==> src/rtl/traffic_pkg.sv <==
// Shared grant identifiers, arbiter state encoding and the winner-selection rule
// used by the phase-request arbiter.
package traffic_pkg;

  localparam logic [1:0] GRANT_NONE    = 2'd0;
  localparam logic [1:0] GRANT_WALK    = 2'd1;
  localparam logic [1:0] GRANT_SENSOR  = 2'd2;
  localparam logic [1:0] GRANT_PREEMPT = 2'd3;

  typedef enum logic [1:0] {
    IDLE  = 2'd0,
    OFFER = 2'd1,
    SERVE = 2'd2
  } arb_state_e;

  // aged[0]/aged[1] flag walk/sensor requests that have waited too long;
  // last_served is the walk/sensor id that most recently completed.
  function automatic logic [1:0] select_winner(input logic [2:0] pend,
                                               input logic [1:0] aged,
                                               input logic [1:0] last_served);
    logic [1:0] rr_pick;
    rr_pick = (last_served == GRANT_WALK) ? GRANT_SENSOR : GRANT_WALK;
    if (pend[2])           return GRANT_PREEMPT;
    else if (&aged)        return rr_pick;
    else if (aged[0])      return GRANT_WALK;
    else if (aged[1])      return GRANT_SENSOR;
    else if (&pend[1:0])   return rr_pick;
    else if (pend[0])      return GRANT_WALK;
    else if (pend[1])      return GRANT_SENSOR;
    else                   return GRANT_NONE;
  endfunction

endpackage

==> src/rtl/req_age_counter.sv <==
// 4-bit saturating age counter for one latched request; clear has priority
// over increment so a serviced request always restarts from zero.
module req_age_counter (
  input  logic       clk,
  input  logic       rst_i,
  input  logic       clr_i,
  input  logic       inc_i,
  output logic [3:0] age_o
);

  logic [3:0] age_q;

  always_ff @(posedge clk or posedge rst_i) begin
    if (rst_i) begin
      age_q <= '0;
    end else if (clr_i) begin
      age_q <= '0;
    end else if (inc_i && (age_q != 4'hF)) begin
      age_q <= age_q + 4'd1;
    end
  end

  assign age_o = age_q;

endmodule

==> src/rtl/phase_request_arbiter.sv <==
// Latches walk/sensor/preempt requests and offers one grant at a time to the
// traffic FSM over a valid/ack handshake, with aging and a service timeout.
module phase_request_arbiter
  import traffic_pkg::*;
#(
  parameter logic [3:0] MAX_WAIT      = 4'd12,
  parameter logic [3:0] GRANT_TIMEOUT = 4'd15
) (
  input  logic       clk,
  input  logic       Reset,
  input  logic       oneHz_enable,
  input  logic       WR_Sync,
  input  logic       Sensor_Sync,
  input  logic       Preempt_Sync,
  input  logic       phase_busy,
  input  logic       grant_ack,
  input  logic       phase_done,
  output logic       grant_valid,
  output logic [1:0] grant_id,
  output logic [2:0] pending,
  output logic       timeout_err
);

  arb_state_e state_q, state_d;
  logic [2:0] pending_q, pending_d;
  logic [2:0] clear_vec;
  logic       grant_valid_q, grant_valid_d;
  logic [1:0] grant_id_q, grant_id_d;
  logic [1:0] rr_q, rr_d;
  logic [3:0] timer_q, timer_d;
  logic       timeout_err_q, timeout_err_d;
  logic [3:0] age_w [2];
  logic [1:0] aged;
  logic [1:0] winner;
  logic       offer_start;
  logic       serve_done;
  logic       serve_timeout;

  assign offer_start   = (state_q == IDLE) && (|pending_q) && !phase_busy;
  assign serve_done    = (state_q == SERVE) && phase_done;
  // A done pulse in the same cycle as the final tick counts as a normal completion.
  assign serve_timeout = (state_q == SERVE) && !phase_done && oneHz_enable &&
                         (timer_q == (GRANT_TIMEOUT - 4'd1));

  genvar gi;
  generate
    for (gi = 0; gi < 3; gi++) begin : g_clear
      assign clear_vec[gi] = (serve_done || serve_timeout) && (grant_id_q == 2'(gi + 1));
    end
    for (gi = 0; gi < 2; gi++) begin : g_age
      req_age_counter u_age (
        .clk   (clk),
        .rst_i (Reset),
        .clr_i (clear_vec[gi]),
        .inc_i (oneHz_enable && pending_q[gi]),
        .age_o (age_w[gi])
      );
      assign aged[gi] = pending_q[gi] && (age_w[gi] >= MAX_WAIT);
    end
  endgenerate

  // New requests take precedence over a same-cycle clear.
  assign pending_d = (pending_q & ~clear_vec) | {Preempt_Sync, Sensor_Sync, WR_Sync};
  assign winner    = select_winner(pending_q, aged, rr_q);

  always_ff @(posedge clk or posedge Reset) begin
    if (Reset) begin
      state_q       <= IDLE;
      pending_q     <= '0;
      grant_valid_q <= 1'b0;
      grant_id_q    <= GRANT_NONE;
      rr_q          <= GRANT_WALK;
      timer_q       <= '0;
      timeout_err_q <= 1'b0;
    end else begin
      state_q       <= state_d;
      pending_q     <= pending_d;
      grant_valid_q <= grant_valid_d;
      grant_id_q    <= grant_id_d;
      rr_q          <= rr_d;
      timer_q       <= timer_d;
      timeout_err_q <= timeout_err_d;
    end
  end

  always_comb begin
    state_d = state_q;
    case (state_q)
      IDLE:    if (offer_start) state_d = OFFER;
      OFFER:   if (grant_ack) state_d = SERVE;
      SERVE:   if (serve_done || serve_timeout) state_d = IDLE;
      default: state_d = IDLE;
    endcase
  end

  always_comb begin
    grant_valid_d = grant_valid_q;
    grant_id_d    = grant_id_q;
    rr_d          = rr_q;
    timer_d       = timer_q;
    timeout_err_d = timeout_err_q;
    case (state_q)
      IDLE: begin
        grant_valid_d = 1'b0;
        grant_id_d    = GRANT_NONE;
        timer_d       = '0;
        if (offer_start) begin
          grant_valid_d = 1'b1;
          grant_id_d    = winner;
        end
      end
      OFFER: begin
        timer_d = '0;
        // An unacknowledged offer yields to a freshly latched preempt.
        if (!grant_ack && pending_q[2] && (grant_id_q != GRANT_PREEMPT)) begin
          grant_id_d = GRANT_PREEMPT;
        end
      end
      SERVE: begin
        if (serve_done) begin
          grant_valid_d = 1'b0;
          grant_id_d    = GRANT_NONE;
          if (grant_id_q != GRANT_PREEMPT) rr_d = grant_id_q;
        end else if (serve_timeout) begin
          grant_valid_d = 1'b0;
          grant_id_d    = GRANT_NONE;
          timeout_err_d = 1'b1;
        end else if (oneHz_enable) begin
          timer_d = timer_q + 4'd1;
        end
      end
      default: begin
        grant_valid_d = 1'b0;
        grant_id_d    = GRANT_NONE;
      end
    endcase
  end

  assign grant_valid = grant_valid_q;
  assign grant_id    = grant_id_q;
  assign pending     = pending_q;
  assign timeout_err = timeout_err_q;

endmodule

==> config.mk <==
export PLATFORM = sky130hd
export DESIGN_NAME = phase_request_arbiter
export DESIGN_NICKNAME = d
export VERILOG_FILES = /design/src/rtl/traffic_pkg.sv /design/src/rtl/req_age_counter.sv /design/src/rtl/phase_request_arbiter.sv
export SDC_FILE = /design/constraint.sdc
export NUM_CORES = 1
export LEC_CHECK = 0
export BUFFER_PORTS_ARGS = -buffer_cell sky130_fd_sc_hd__buf_2
export CAP_MARGIN = 20
export CELL_PAD_IN_SITES_DETAIL_PLACEMENT = 1
export CELL_PAD_IN_SITES_GLOBAL_PLACEMENT = 1
export CORE_ASPECT_RATIO = 0.6
export CORE_MARGIN = 2
export CORE_UTILIZATION = 30
export DETAILED_ROUTE_END_ITERATION = 12
export GPL_TIMING_DRIVEN = 0
export PLACE_DENSITY = 0.54
export SLEW_MARGIN = 15
export SYNTH_ARGS = -nofsm -noshare
export SYNTH_HDL_FRONTEND = slang
export SYNTH_SLANG_ARGS = --single-unit
==> constraint.sdc <==
create_clock -name clk -period 1.8 [get_ports clk]
set_input_delay 0.09 -clock clk [delete_from_list [all_inputs] [get_ports clk]]
set_output_delay 0.09 -clock clk [all_outputs]
set_load 0.01 [all_outputs]
=== Word level (Yosys, flattened, before mapping) ===
Cells that the tools add are included.

* Equal/unequal tests: 18
* Add/subtract/negate cells: 3
* Magnitude comparators: 2
* Reduce and logical (&&, ||, !) cells: 35
* Bitwise logic cells: 5
* Multiplexer cells: 29

{| class="wikitable"
|+ Operator list
! operator !! count
|-
| 2-to-1 mux 2 bit || 15
|-
| 2-to-1 mux 4 bit || 7
|-
| logical AND 1 bit || 17
|-
| != test 2 bit, second input constant || 7
|-
| adder 4 x 1 -> 4 bit, second input constant || 3
|-
| one-hot mux 2 bit (3 select lines) || 2
|-
| AND reduction 3 bit || 3
|-
| greater-or-equal comparator 4 bit, second input constant || 2
|-
| != test 4 bit, second input constant || 2
|-
| one-hot mux 4 bit (2 select lines) || 1
|-
| AND reduction 2 bit || 4
|-
| == test 2 x 1 -> 1 bit, second input constant || 3
|-
| == test 2 bit, second input constant || 3
|-
| nonzero test 2 bit || 3
|-
| == test 4 bit, second input constant || 1
|-
| AND reduction 4 bit || 1
|-
| bitwise AND 3 bit || 1
|-
| zero test 1 bit || 3
|-
| 2-to-1 mux 1 bit || 3
|-
| != test 3 bit, second input constant || 1
|-
| NOT 3 bit || 1
|-
| bitwise OR 3 bit || 1
|-
| one-hot mux 1 bit (3 select lines) || 1
|-
| OR reduction 3 bit || 1
|-
| 5 further kinds || 6
|}

* Bits in registers: 23
* Output and inout bits: 7
* Logic and storage cells: 101

=== Logic depth before layout (Yosys ltp) ===
Gate-level depths: netlist of the first run.

* Word-level depth: 9
* Depth in mapped cells: 6
* Depth with buffers taken out: 6

=== By module ===
Synthesis of the first run repeated with hierarchy kept, for this count alone.

* Cells, all modules: 127
* Area total of the unflattened synthesis: 1313.8 um^2

{| class="wikitable"
|+ By module, submodules not included
! module !! cells an instance !! instances !! area each (um^2) !! seq. area each (um^2)
|-
| phase_request_arbiter || 85 || 1 || 853.3 || 376.6
|-
| req_age_counter || 21 || 2 || 230.2 || 100.1
|}

=== Least setup slack after synthesis of the first run ===
OpenSTA, ideal clock, no wires.

* Kind: reg2reg
* From: register timer_q[0]
* To: register timer_q[1]
* Arrival time: 1.361 ns
* Stages on the path, launching flop included: 7
* Setup slack: 0.321 ns
* Data required time: 1.681 ns
* Cell sequence: dfrtp_1 -> inv_1 -> ha_1 -> a41oi_2 -> nand3b_2 -> and2_0 -> o21a_1

* Longest elaborated chain between the ends: 5

{| class="wikitable"
|+ RTL lines
! element !! line !! source
|-
| start: declaration || phase_request_arbiter.sv:30 || <nowiki>logic [3:0] timer_q, timer_d;</nowiki>
|-
| start signal: assignment || phase_request_arbiter.sv:81 || <nowiki>timer_q <= timer_d;</nowiki>
|-
| adder 4 x 1 -> 4 bit || phase_request_arbiter.sv:129 || <nowiki>timer_d = timer_q + 4'd1;</nowiki>
|-
| 2-to-1 mux 4 bit || phase_request_arbiter.sv:128 || <nowiki>end else if (oneHz_enable) begin</nowiki>
|-
| 2-to-1 mux 4 bit || phase_request_arbiter.sv:124 || <nowiki>end else if (serve_timeout) begin</nowiki>
|-
| 2-to-1 mux 4 bit || phase_request_arbiter.sv:120 || <nowiki>if (serve_done) begin</nowiki>
|-
| one-hot mux 4 bit (2 select lines) || phase_request_arbiter.sv:102 || <nowiki>case (state_q)</nowiki>
|}

Parallel ways exist; a longest one is shown, timed or not. The select of a mux whose other input is x is not followed.
A chain may end at the register's enable or synchronous reset.

=== Worst setup path after layout of the first run ===
* From: register timer_q[0]
* To: register timer_q[3]

The elaborated chain is that of the path after synthesis.

==> results of run 1 <==
## layer usage
metal | wire length, um | track usage | vias up | share of wire
met5 | 0 | 0 | - | 0
met3 | 106 | 0.04141 | 2 | 0.034
met2 | 1383 | 0.2316 | 12 | 0.45
met4 | 8 | 0.01823 | 0 | 0.0026
li1 | - | - | 480 | -
met1 | 1586 | 0.2123 | 499 | 0.51
## final timing paths
check | from | endpoint | cells past startpoint
min in group asynchronous | Reset | timer_q[1]$_DFFE_PP0P_ | 2
min reg2reg | timeout_err$_DFFE_PP0P_ | timeout_err$_DFFE_PP0P_ | 2
max reg2reg | timer_q[0]$_DFFE_PP0P_ | timer_q[3]$_DFFE_PP0P_ | 6
min | Preempt_Sync | pending[2]$_DFF_PP0_ | 2
max | timer_q[0]$_DFFE_PP0P_ | timer_q[3]$_DFFE_PP0P_ | 6
max in group asynchronous | Reset | g_age[0].u_age.age_o[3]$_DFFE_PP0P_ | 2
## area by class of cell
| cell class | count | area, um^2 |
|---|---|---|
| buffer | 3 | 21.27 |
| clock buffer | 3 | 41.29 |
| clock inverter | 1 | 5.005 |
| fill | 473 | 2610 |
| inverter | 5 | 18.77 |
| multi-input combinational | 94 | 618.1 |
| sequential | 23 | 576.8 |
| tap | 50 | 62.56 |
| timing repair buffer | 15 | 77.57 |
## power by group
part	switching (W)	total (W)	internal, W	leakage, nW
logic	0.000416	0.000759	0.000343	0.337
clock network	0.000166	0.000320	0.000154	0.0255
registers	0.000184	0.000888	0.000704	0.267
## kinds of logic (layout without fill, tap and decap cells)
kind of cell,Yosys count,count (layout)
adders and majority gates,5,5
AOI/OAI and AO/OA,23,23
xor gates and xnor gates,4,4
DFF,23,23
buffers and inverters,8,27
and+or+nand+nor,59,59
muxes,3,3
## Yosys cell counts
cell / number / share of area
nand2_2: 1 / 0.0051
inv_1: 5 / 0.015
xor2_1: 1 / 0.0071
nand3b_2: 1 / 0.0091
or4b_1: 1 / 0.0081
nor2b_1: 3 / 0.015
maj3_2: 1 / 0.0091
o21ai_1: 4 / 0.016
a31oi_1: 3 / 0.015
nand4b_1: 1 / 0.0071
or3b_1: 1 / 0.0071
nor3b_1: 1 / 0.0061
dfrtp_1: 22 / 0.45
buf_2: 2 / 0.0081
o221ai_1: 1 / 0.0071
nand4_1: 1 / 0.0051
nor3_1: 5 / 0.020
dfstp_2: 1 / 0.021
o31ai_1: 2 / 0.012
nand3_2: 1 / 0.0081
o21a_1: 1 / 0.0061
nor3_2: 1 / 0.0081
ha_1: 4 / 0.041
nand2b_1: 5 / 0.025
xnor2_1: 3 / 0.021
nand3b_1: 2 / 0.012
nand3_1: 5 / 0.020
or3_1: 1 / 0.0051
nor2_1: 16 / 0.049
a21oi_1: 2 / 0.0081
a22oi_1: 1 / 0.0061
nand2_1: 8 / 0.024
nor3_4: 1 / 0.013
o21ai_0: 4 / 0.016
a41o_2: 1 / 0.0091
and2_1: 3 / 0.015
buf_6: 1 / 0.0091
a311o_1: 1 / 0.0081
mux2i_1: 3 / 0.024
and2_0: 1 / 0.0051
a41oi_2: 1 / 0.013
o21bai_1: 2 / 0.012
## through the flow
stage | hold WS [ps] | setup WS (ps) | std cells
6_report | 4.656 | 142.0 | 194
5_1_grt | 12.06 | 16.85 | 194
4_1_cts | 2.212 | 55.60 | 193
3_5_place_dp | 284.6 | 110.1 | 189
3_3_place_gp | 280.9 | 207.9 | 189
2_1_floorplan | 91.18 | 320.7 | 125
## what timing repair did
item / 4_1_cts / 5_1_grt
setup endpoints to repair: 0 / 2
setup buffers: 0 / 1
resized for setup: 0 / 0
hold endpoints to repair: 0 / 0
## registers in the layout, summed over array words and instances (netlist names)
signal	count
g_age.u_age.age_o	8
grant_id	2
grant_valid	1
pending	3
rr_q	2
state_q	2
timeout_err	1
timer_q	4
==> metrics, run 1 <==
status=completed; max cap viols=0; Worst R2R Setup Slack=140 ps; worst-path fanout max=4; final hold vios=0; 1st-iter DRT viols=16; FP Rows=18; Fin Clk Skew=7.765 ps; post-synthesis adder-cell area fraction=0.04965; cell area after placement=1368 um^2; Ys Warns=0; Tot Pwr=0.001967 W; CTS tree=yes; antenna violations before repair=0; Clock Path Buffers=2; Slew HR=0.3799; WS Path Type=reg2reg; Least-Margin Pin Slew=929.1 ps; final setup fails=0; Pleak=0.6301 nW; # port buffers=14; CTS buffer count=3; hold_buf cts=0; via count=993; Reg clk slew, reported paths=90 ps; Syn Inst Count=125; Final Util=0.3526; total I/O pin count=16; syn avg cell area=9.879 um^2; CP endpoint kind=register; Post-DP HPWL=2332 um; CP max stage delay=400 ps; layout cells sized above 1=0.2153; largest net degree at the start of global routing=24; Total GRT Usage=0.1485; synthesis-to-layout area growth=15.10%; commonest non-fill, non-tap cell in the layout=dfrtp_1; WP data required=1980 ps; Slew Viols, Final=0; first-pass GRT wire length=5133 um; die width=86.83 um; fin area=1421 um^2; Worst setup SP type=register; gr ovfl total=0; sequential area share after synthesis=0.4671; GP Congestion=0.7742; nets@finish=158; min-delay worst type=in2reg; Worst Path Arrival=1840 ps; worst vdd ir=0.5604 mV; post-layout minimum cycle time=1658 ps; Slowest-stage cell, CP=dfrtp_1; Routed wire per std cell=15.90 um; H-tree depth=1; TritonCTS Sinks=23; Post-DRT Antenna Nets=0; Synth Cell Area=1235 um^2; post-synthesis xor/xnor area fraction=0.02837; Clock Latency Late Sink=260 ps; fmax=603.1 MHz; commonest non-fill, non-tap cells in the layout=22 x dfrtp_1, 16 x buf_2, 16 x nor2_1; antenna cell count=0; Via-to-Cell Ratio=5.119; # DRC=0; clock root buffer=clkbuf_8; First-pass DRT Iterations=2; period utilization=0.9211; Critical Path, Cell by Cell=inv_1 -> ha_1 -> a41oi_2 -> nand3b_2 -> nor2_1 -> mux2i_1; setup TNS=0 ps; DRT Wirelength=3085 um; compound-cell area share of the yosys netlist=0.1297; RSZ-0062 raised after global routing=no; synth unique cells=42; DIE HEIGHT=53.70 um; PD cells=1384 nW/um^2; largest family of logic cells by synthesized area=simple AND/OR/NAND/NOR gates; worst path buffer plus inverter count=1; core area=4031 um^2; Initial Util=0.3063; multiplexer share of the synthesized area=0.02432; #FFs+latches synth=23; vias in the first global route=1013; post-synthesis simple-gate area fraction=0.2685; crit-path leading delay family=flip-flops; die area=4662 um^2; syn_nets=138
No activity file was read; power rests on OpenSTA's default activity.
==> inputs of run 2 (changes only) <==
Settings changed: RECOVER_POWER set to 100.
Clock period 1.8 ns to 2 ns, I/O delays scaled along.
==> run 2 against run 1 <==
Net effect:
- critical path depth unchanged
- largest power group unchanged
- sequential share of layout area increased by 0.73 points
- register-to-register slack improved by 140 ps
- flip-flop and latch count did not move
==> metrics, run 2 (same netlist as run 1, synthesis figures left out) <==
Worst Hold End=pending[2]$_DFF_PP0_ (unchanged); pre-CTS setup slack=310.1 ps (was 110.1 ps); Via-to-Cell Ratio=5.135 (was 5.119); reg2reg start=timer_q[0]$_DFFE_PP0P_ (unchanged); final-layout fill cell count=471 (was 473); GP Congestion=0.7742 (unchanged); max cap viols=0 (unchanged); hold_buf cts=0 (unchanged); Comb pwr share=0.375 (was 0.386); period utilization=0.8583 (was 0.9211); post_cts resized=0 (unchanged); post-layout minimum cycle time=1717 ps (was 1658 ps); FP Rows=18 (unchanged); internal power=0.001058 W (was 0.001201 W); gr ovfl total=0 (unchanged); layout cells sized above 1=0.1469 (was 0.2153); met3 global-route usage=0.04141 (unchanged); Clock power frac=0.165 (was 0.163); Post-DRT Antenna Nets=0 (unchanged); first-pass GRT wire length=5133 um (unchanged); commonest non-fill, non-tap cell in the layout=dfrtp_1 (unchanged); PD cells=1242 nW/um^2 (was 1384 nW/um^2); fmax=582.6 MHz (was 603.1 MHz); H-tree depth=1 (unchanged); 1st-iter DRT viols=11 (was 16); antenna cell count=0 (unchanged); WS Path Type=reg2reg (unchanged); Post-DP HPWL=2332 um (unchanged); vias in the first global route=1013 (unchanged); # port buffers=14 (unchanged); Slew Viols, Final=0 (unchanged); Worst Min Path Start=Preempt_Sync (unchanged); Tot Pwr=0.001735 W (was 0.001967 W); Worst setup SP type=register (unchanged); Clock Path Buffers=2 (unchanged); Worst Path Arrival=1900 ps (was 1840 ps); final setup fails=0 (unchanged); RR Endpoint=timer_q[3]$_DFFE_PP0P_ (unchanged); total I/O pin count=16 (unchanged); Fin Clk Skew=5.749 ps (was 7.765 ps); antenna violations before repair=0 (unchanged); max FFs per register=8 (unchanged); status=completed (unchanged); Routed wire per std cell=15.86 um (was 15.90 um); Total GRT Usage=0.1485 (unchanged); Reg power frac=0.461 (was 0.451); # DRC=0 (unchanged); die area=4662 um^2 (unchanged); CP endpoint kind=register (unchanged); CTS tree=yes (unchanged); final hold vios=0 (unchanged); register area=576.8 um^2 (unchanged); Reg clk slew, reported paths=80 ps (was 90 ps); Net Switching=0.0006764 W (was 0.0007657 W); Clock Latency Late Sink=260 ps (about the same); via count=991 (was 993); min-delay worst type=in2reg (unchanged); RSZ-0062 raised after global routing=no (unchanged); met2 usage=0.2316 (unchanged); WP data required=2180 ps (was 1980 ps); Initial Util=0.3063 (unchanged); sw frac=0.3899 (was 0.3893); DIE HEIGHT=53.70 um (unchanged); setup TNS=0 ps (unchanged); Reg2Reg Depth=6 (unchanged); First-pass DRT Iterations=4 (was 2); largest net degree at the start of global routing=24 (unchanged); nets@finish=157 (was 158); Most Used Layer, Global Route=met2 (unchanged); Slew HR=0.3892 (was 0.3799); Multi-input gate area=610.6 um^2 (was 618.1 um^2); worst-path fanout max=4 (unchanged); # Post-CTS Setup Buffers=0 (unchanged); worst vdd ir=0.4784 mV (was 0.5604 mV); Worst R2R Setup Slack=280 ps (was 140 ps); commonest non-fill, non-tap cells in the layout=22 x dfrtp_1, 16 x nor2_1, 8 x nand2_1, 8 x buf_2, 8 x clkbuf_1 (was 22 x dfrtp_1, 16 x buf_2, 16 x nor2_1); Least-Margin Pin Slew=915.1 ps (was 929.1 ps); met1 GRT Util=0.2123 (unchanged); Pleak=0.5997 nW (was 0.6301 nW); synthesis-to-layout area growth=13.07% (was 15.10%); TritonCTS Sinks=23 (unchanged); Final WS setup=283.5 ps (was 142.0 ps); die width=86.83 um (unchanged); DRT Wirelength=3061 um (was 3085 um); clock root buffer=clkbuf_8 (unchanged); Hold Path Depth=2 (unchanged); core area=4031 um^2 (unchanged); CTS buffer count=3 (unchanged)
## run 2: cell types whose count changed in the layout (fill, tap and decap cells not counted), moves of 2 or more
cell      before  now
and2_1         3    1
o21ai_1        4    1
clkbuf_1       0    8
buf_2         16    8
and2_0         1    3
o21ai_0        4    7
## run 2: layer usage
layer | vias up | share of wire
met2 | 12 | 0.44
met5 | - | 0
met3 | 0 | 0.037
met1 | 503 | 0.52
li1 | 476 | -
met4 | 0 | 0
## run 2: cell type report
| cell class | count | share of cell area |
|---|---|---|
| plain buffers | 3 | 0.01434 |
| repair buffers | 14 | 0.04391 |
| multi-input cells | 94 | 0.4373 |
| flip-flops and latches | 23 | 0.4131 |
| clock buffers | 3 | 0.02957 |
| inverters | 5 | 0.01344 |
| well taps | 50 | 0.04480 |
| clock inverters | 1 | 0.003584 |
## run 2: worst max-delay path, stage by stage (launching register included)
cell	delay, ps
dfrtp_1	420
inv_1	60
ha_1	250
a41oi_2	330
nand3b_2	180
nor2_1	180
mux2i_1	220
## run 2: worst max path at each step
stage | startpoint | end
floorplan | timer_q[0]$_DFFE_PP0P_ | timer_q[1]$_DFFE_PP0P_
global placement | timer_q[0]$_DFFE_PP0P_ | g_age[1].u_age.age_o[2]$_DFFE_PP0P_
global route | timer_q[0]$_DFFE_PP0P_ | timer_q[3]$_DFFE_PP0P_
CTS | timer_q[0]$_DFFE_PP0P_ | timer_q[3]$_DFFE_PP0P_
finish | timer_q[0]$_DFFE_PP0P_ | timer_q[3]$_DFFE_PP0P_
detailed placement | timer_q[0]$_DFFE_PP0P_ | timer_q[3]$_DFFE_PP0P_
## run 2: power groups by stage
stage                     combinational, W  clock [W]  sequential, W
after floorplan                   0.000498          0       0.000782
after global placement            0.000657          0       0.000805
after detailed placement          0.000690          0       0.000811
after CTS                         0.000693   0.000301       0.000805
after global routing              0.000759   0.000330       0.000832
final                             0.000650   0.000285       0.000799
## run 2: metrics by stage
step                      hold WS, ps  cells  area [um^2]    util
after detailed placement        294.6    189         1368  0.3392
after global placement          290.9    189         1368  0.3392
final                           18.37    193         1396  0.3464
after global routing            22.06    193         1396  0.3464
after CTS                       12.21    193         1414  0.3507
after floorplan                 101.2    125         1235       -
==> inputs of run 3 (changes only) <==
Settings changed: ABC_AREA set to 1, PLACE_DENSITY 0.54 to 0.56.
==> run 3 against run 2 <==
Net effect:
- hold slack lost 9.9 ps
- clock skew fell by 2.9 ps
- synthesized cell count is 28% higher
- largest power group unchanged
- sequential share of layout area fell by 0.55 points
- wire length increased by 5.5%
- synthesized area increased by 1.3%
- first-iteration DRC count increased to 4.1 times the previous value
==> metrics, run 3 <==
layout cells sized above 1=0.1173 (was 0.1469); Final Util=0.3491 (was 0.3464); compound-cell area share of the yosys netlist=0.09200 (was 0.1297); total I/O pin count=16 (unchanged); WS Path Type=reg2reg (unchanged); first-pass GRT wire length=5181 um (was 5133 um); Synth Cell Area=1251 um^2 (was 1235 um^2); syn_nets=173 (was 138); Clock Latency Late Sink=260 ps (about the same); post_cts resized=0 (unchanged); Reg clk slew, reported paths=80 ps (about the same); via count=1109 (was 991); antenna violations before repair=0 (unchanged); Worst setup SP type=register (unchanged); max FFs per register=8 (unchanged); min-delay worst type=in2reg (unchanged); Top Metal Used=met4 (was met3); commonest non-fill, non-tap cell in the layout=nand2_1 (was dfrtp_1); max cap viols=0 (unchanged); Total GRT Usage=0.1507 (was 0.1485); die area=4720 um^2 (was 4662 um^2); CP dominant cell by count=inv_1; status=completed (unchanged); die width=87.38 um (was 86.83 um); TritonCTS Sinks=23 (unchanged); ranking of synthesized cells by area=dfrtp_1 44%, nand2_1 14%, nand3_1 6.8% (was dfrtp_1 45%, nor2_1 4.9%, ha_1 4.1%); Pleak=0.7639 nW (was 0.5997 nW); Least-Margin Pin Slew=939.1 ps (was 915.1 ps); Clock Path Buffers=2 (unchanged); nets@finish=193 (was 157); syn avg cell area=7.820 um^2 (was 9.879 um^2); gr ovfl total=0 (unchanged); area leader, netlist=dfrtp_1 (unchanged); sequential area share after synthesis=0.4610 (was 0.4671); Slew HR=0.3733 (was 0.3892); Worst R2R Setup Slack=310 ps (was 280 ps); setup TNS=0 ps (unchanged); First-pass DRT Iterations=4 (unchanged); post-synthesis simple-gate area fraction=0.3160 (was 0.2685); Synth top cells by count=47 x nand2_1, 22 x dfrtp_1, 22 x inv_1 (was 22 x dfrtp_1, 16 x nor2_1, 8 x nand2_1); ys flop type=dfrtp_1 (unchanged); multiplexer share of the synthesized area=0 (was 0.02432); H-tree depth=1 (unchanged); Ys Warns=0 (unchanged); synth unique cells=27 (was 42); DRT Wirelength=3228 um (was 3061 um); post-layout minimum cycle time=1689 ps (was 1717 ps); Worst Path Arrival=1840 ps (was 1900 ps); hold_buf cts=0 (unchanged); DIE HEIGHT=54.03 um (was 53.70 um); number of flops mapped to enable cells by yosys=0 (unchanged); ys async rst share=1.000 (unchanged); synthesis-to-layout area growth=13.10% (was 13.07%); Via-to-Cell Ratio=4.843 (was 5.135); crit-path leading delay family=simple AND/OR/NAND/NOR gates (was flip-flops); Critical Path, Cell by Cell=inv_1 -> nor2_1 -> nand4_2 -> nand2_2 -> nand3_2 -> inv_1 -> o21bai_1 (was inv_1 -> ha_1 -> a41oi_2 -> nand3b_2 -> nor2_1 -> mux2i_1); RSZ-0062 raised after global routing=no (unchanged); 1st-iter DRT viols=45 (was 11); commonest non-fill, non-tap cells in the layout=48 x nand2_1, 23 x inv_1, 22 x dfrtp_1 (was 22 x dfrtp_1, 16 x nor2_1, 8 x nand2_1, 8 x buf_2, 8 x clkbuf_1); antenna cell count=0 (unchanged); Routed wire per std cell=14.10 um (was 15.86 um); most frequent cell after synthesis=nand2_1 (was dfrtp_1); final hold vios=0 (unchanged); CP endpoint kind=register (unchanged); PD cells=1338 nW/um^2 (was 1242 nW/um^2); Fin Clk Skew=2.832 ps (was 5.749 ps); top-area cell type share of the netlist area=0.4400 (was 0.4458); CTS buffer count=3 (unchanged); met3 WL=93 um (was 114 um); WP data required=2150 ps (was 2180 ps); Initial Util=0.3086 (was 0.3063); # DRC=0 (unchanged); core area=4054 um^2 (was 4031 um^2); final setup fails=0 (unchanged); #FFs+latches synth=23 (unchanged); Metal-1 WL=1720 um (was 1596 um); Slowest-stage cell, CP=nor2_1 (was dfrtp_1); CTS tree=yes (unchanged); largest net degree at the start of global routing=24 (unchanged); Post-DRT Antenna Nets=0 (unchanged); CP max stage delay=430 ps (was 420 ps); Syn Inst Count=160 (was 125); clock root buffer=clkbuf_8 (unchanged); vias in the first global route=1065 (was 1013); Slew Viols, Final=0 (unchanged); worst-path fanout max=7 (was 4); worst path buffer plus inverter count=2 (was 1); fmax=592.2 MHz (was 582.6 MHz); GP Congestion=0.7432 (was 0.7742); period utilization=0.8443 (was 0.8583); largest family of logic cells by synthesized area=simple AND/OR/NAND/NOR gates (unchanged); post-synthesis adder-cell area fraction=0.04000 (was 0.04965); Post-DP HPWL=2564 um (was 2332 um); met2 wire length=1395 um (was 1350 um); # port buffers=15 (was 14); FP Rows=18 (unchanged); # Post-CTS Setup Buffers=0 (unchanged); worst vdd ir=0.4283 mV (was 0.4784 mV); post-synthesis xor/xnor area fraction=0.01400 (was 0.02837)
## run 3: cell count changes after synthesis, moves of 4 or more
cell	previous run	this run
nand2_1	8	47
o21ai_1	4	0
nand2b_1	5	0
nand3_1	5	17
o21ai_0	4	9
inv_1	5	22
nor2_1	16	8
## run 3: stage by stage
| stage | std cells | area, um^2 | power, W | hold slack, ps | setup WS (ps) |
|---|---|---|---|---|---|
| finish | 229 | 1415 | 0.001894 | 8.432 | 311.4 |
| global route | 229 | 1415 | 0.002091 | 13.71 | 102.8 |
| CTS | 229 | 1434 | 0.001961 | 3.133 | 356.9 |
| detailed placement | 225 | 1389 | 0.001657 | 285.8 | 387.7 |
| global placement | 225 | 1389 | 0.001587 | 279.2 | 474.6 |
| floorplan | 160 | 1251 | 0.001395 | 101.2 | 664.4 |
## run 3: worst paths after layout
check,start,to,cells after the start
hold / removal,WR_Sync,pending[0]$_DFF_PP0_,2
setup reg to reg,state_q[1]$_DFFE_PP0P_,pending[1]$_DFF_PP0_,7
hold reg to reg,timeout_err$_DFFE_PP0P_,timeout_err$_DFFE_PP0P_,2
setup / recovery,state_q[1]$_DFFE_PP0P_,pending[1]$_DFF_PP0_,7
max in group asynchronous,Reset,pending[1]$_DFF_PP0_,2
min in group asynchronous,Reset,g_age[0].u_age.age_o[2]$_DFFE_PP0P_,2
## run 3: layout make-up
cell class                 instances  area, um^2
tap                               50       62.56
inverter                          25       96.34
timing repair buffer              15       66.31
clock buffer                       4       45.04
sequential                        23       576.8
multi-input combinational        112       568.0
fill                             509        2639
## run 3: kinds of logic after synthesis
kind of cell,Yosys count
fa+ha+maj,4
simple gates,86
compound gates,20
xor+xnor,2
buf+inv,25
flops,23
## run 3: layer usage
| layer | vias to the layer above | GRT usage |
|---|---|---|
| met5 | - | 0 |
| met2 | 17 | 0.2323 |
| met3 | 2 | 0.04141 |
| met1 | 541 | 0.2112 |
| li1 | 549 | - |
| met4 | 0 | 0.03590 |
## run 3: power by group
part           internal, W  switching (W)  leakage, nW
clock             0.000142       0.000152       0.0228
sequential        0.000640       0.000174        0.271
combinational     0.000286       0.000500        0.470
total              0.00107       0.000826        0.764
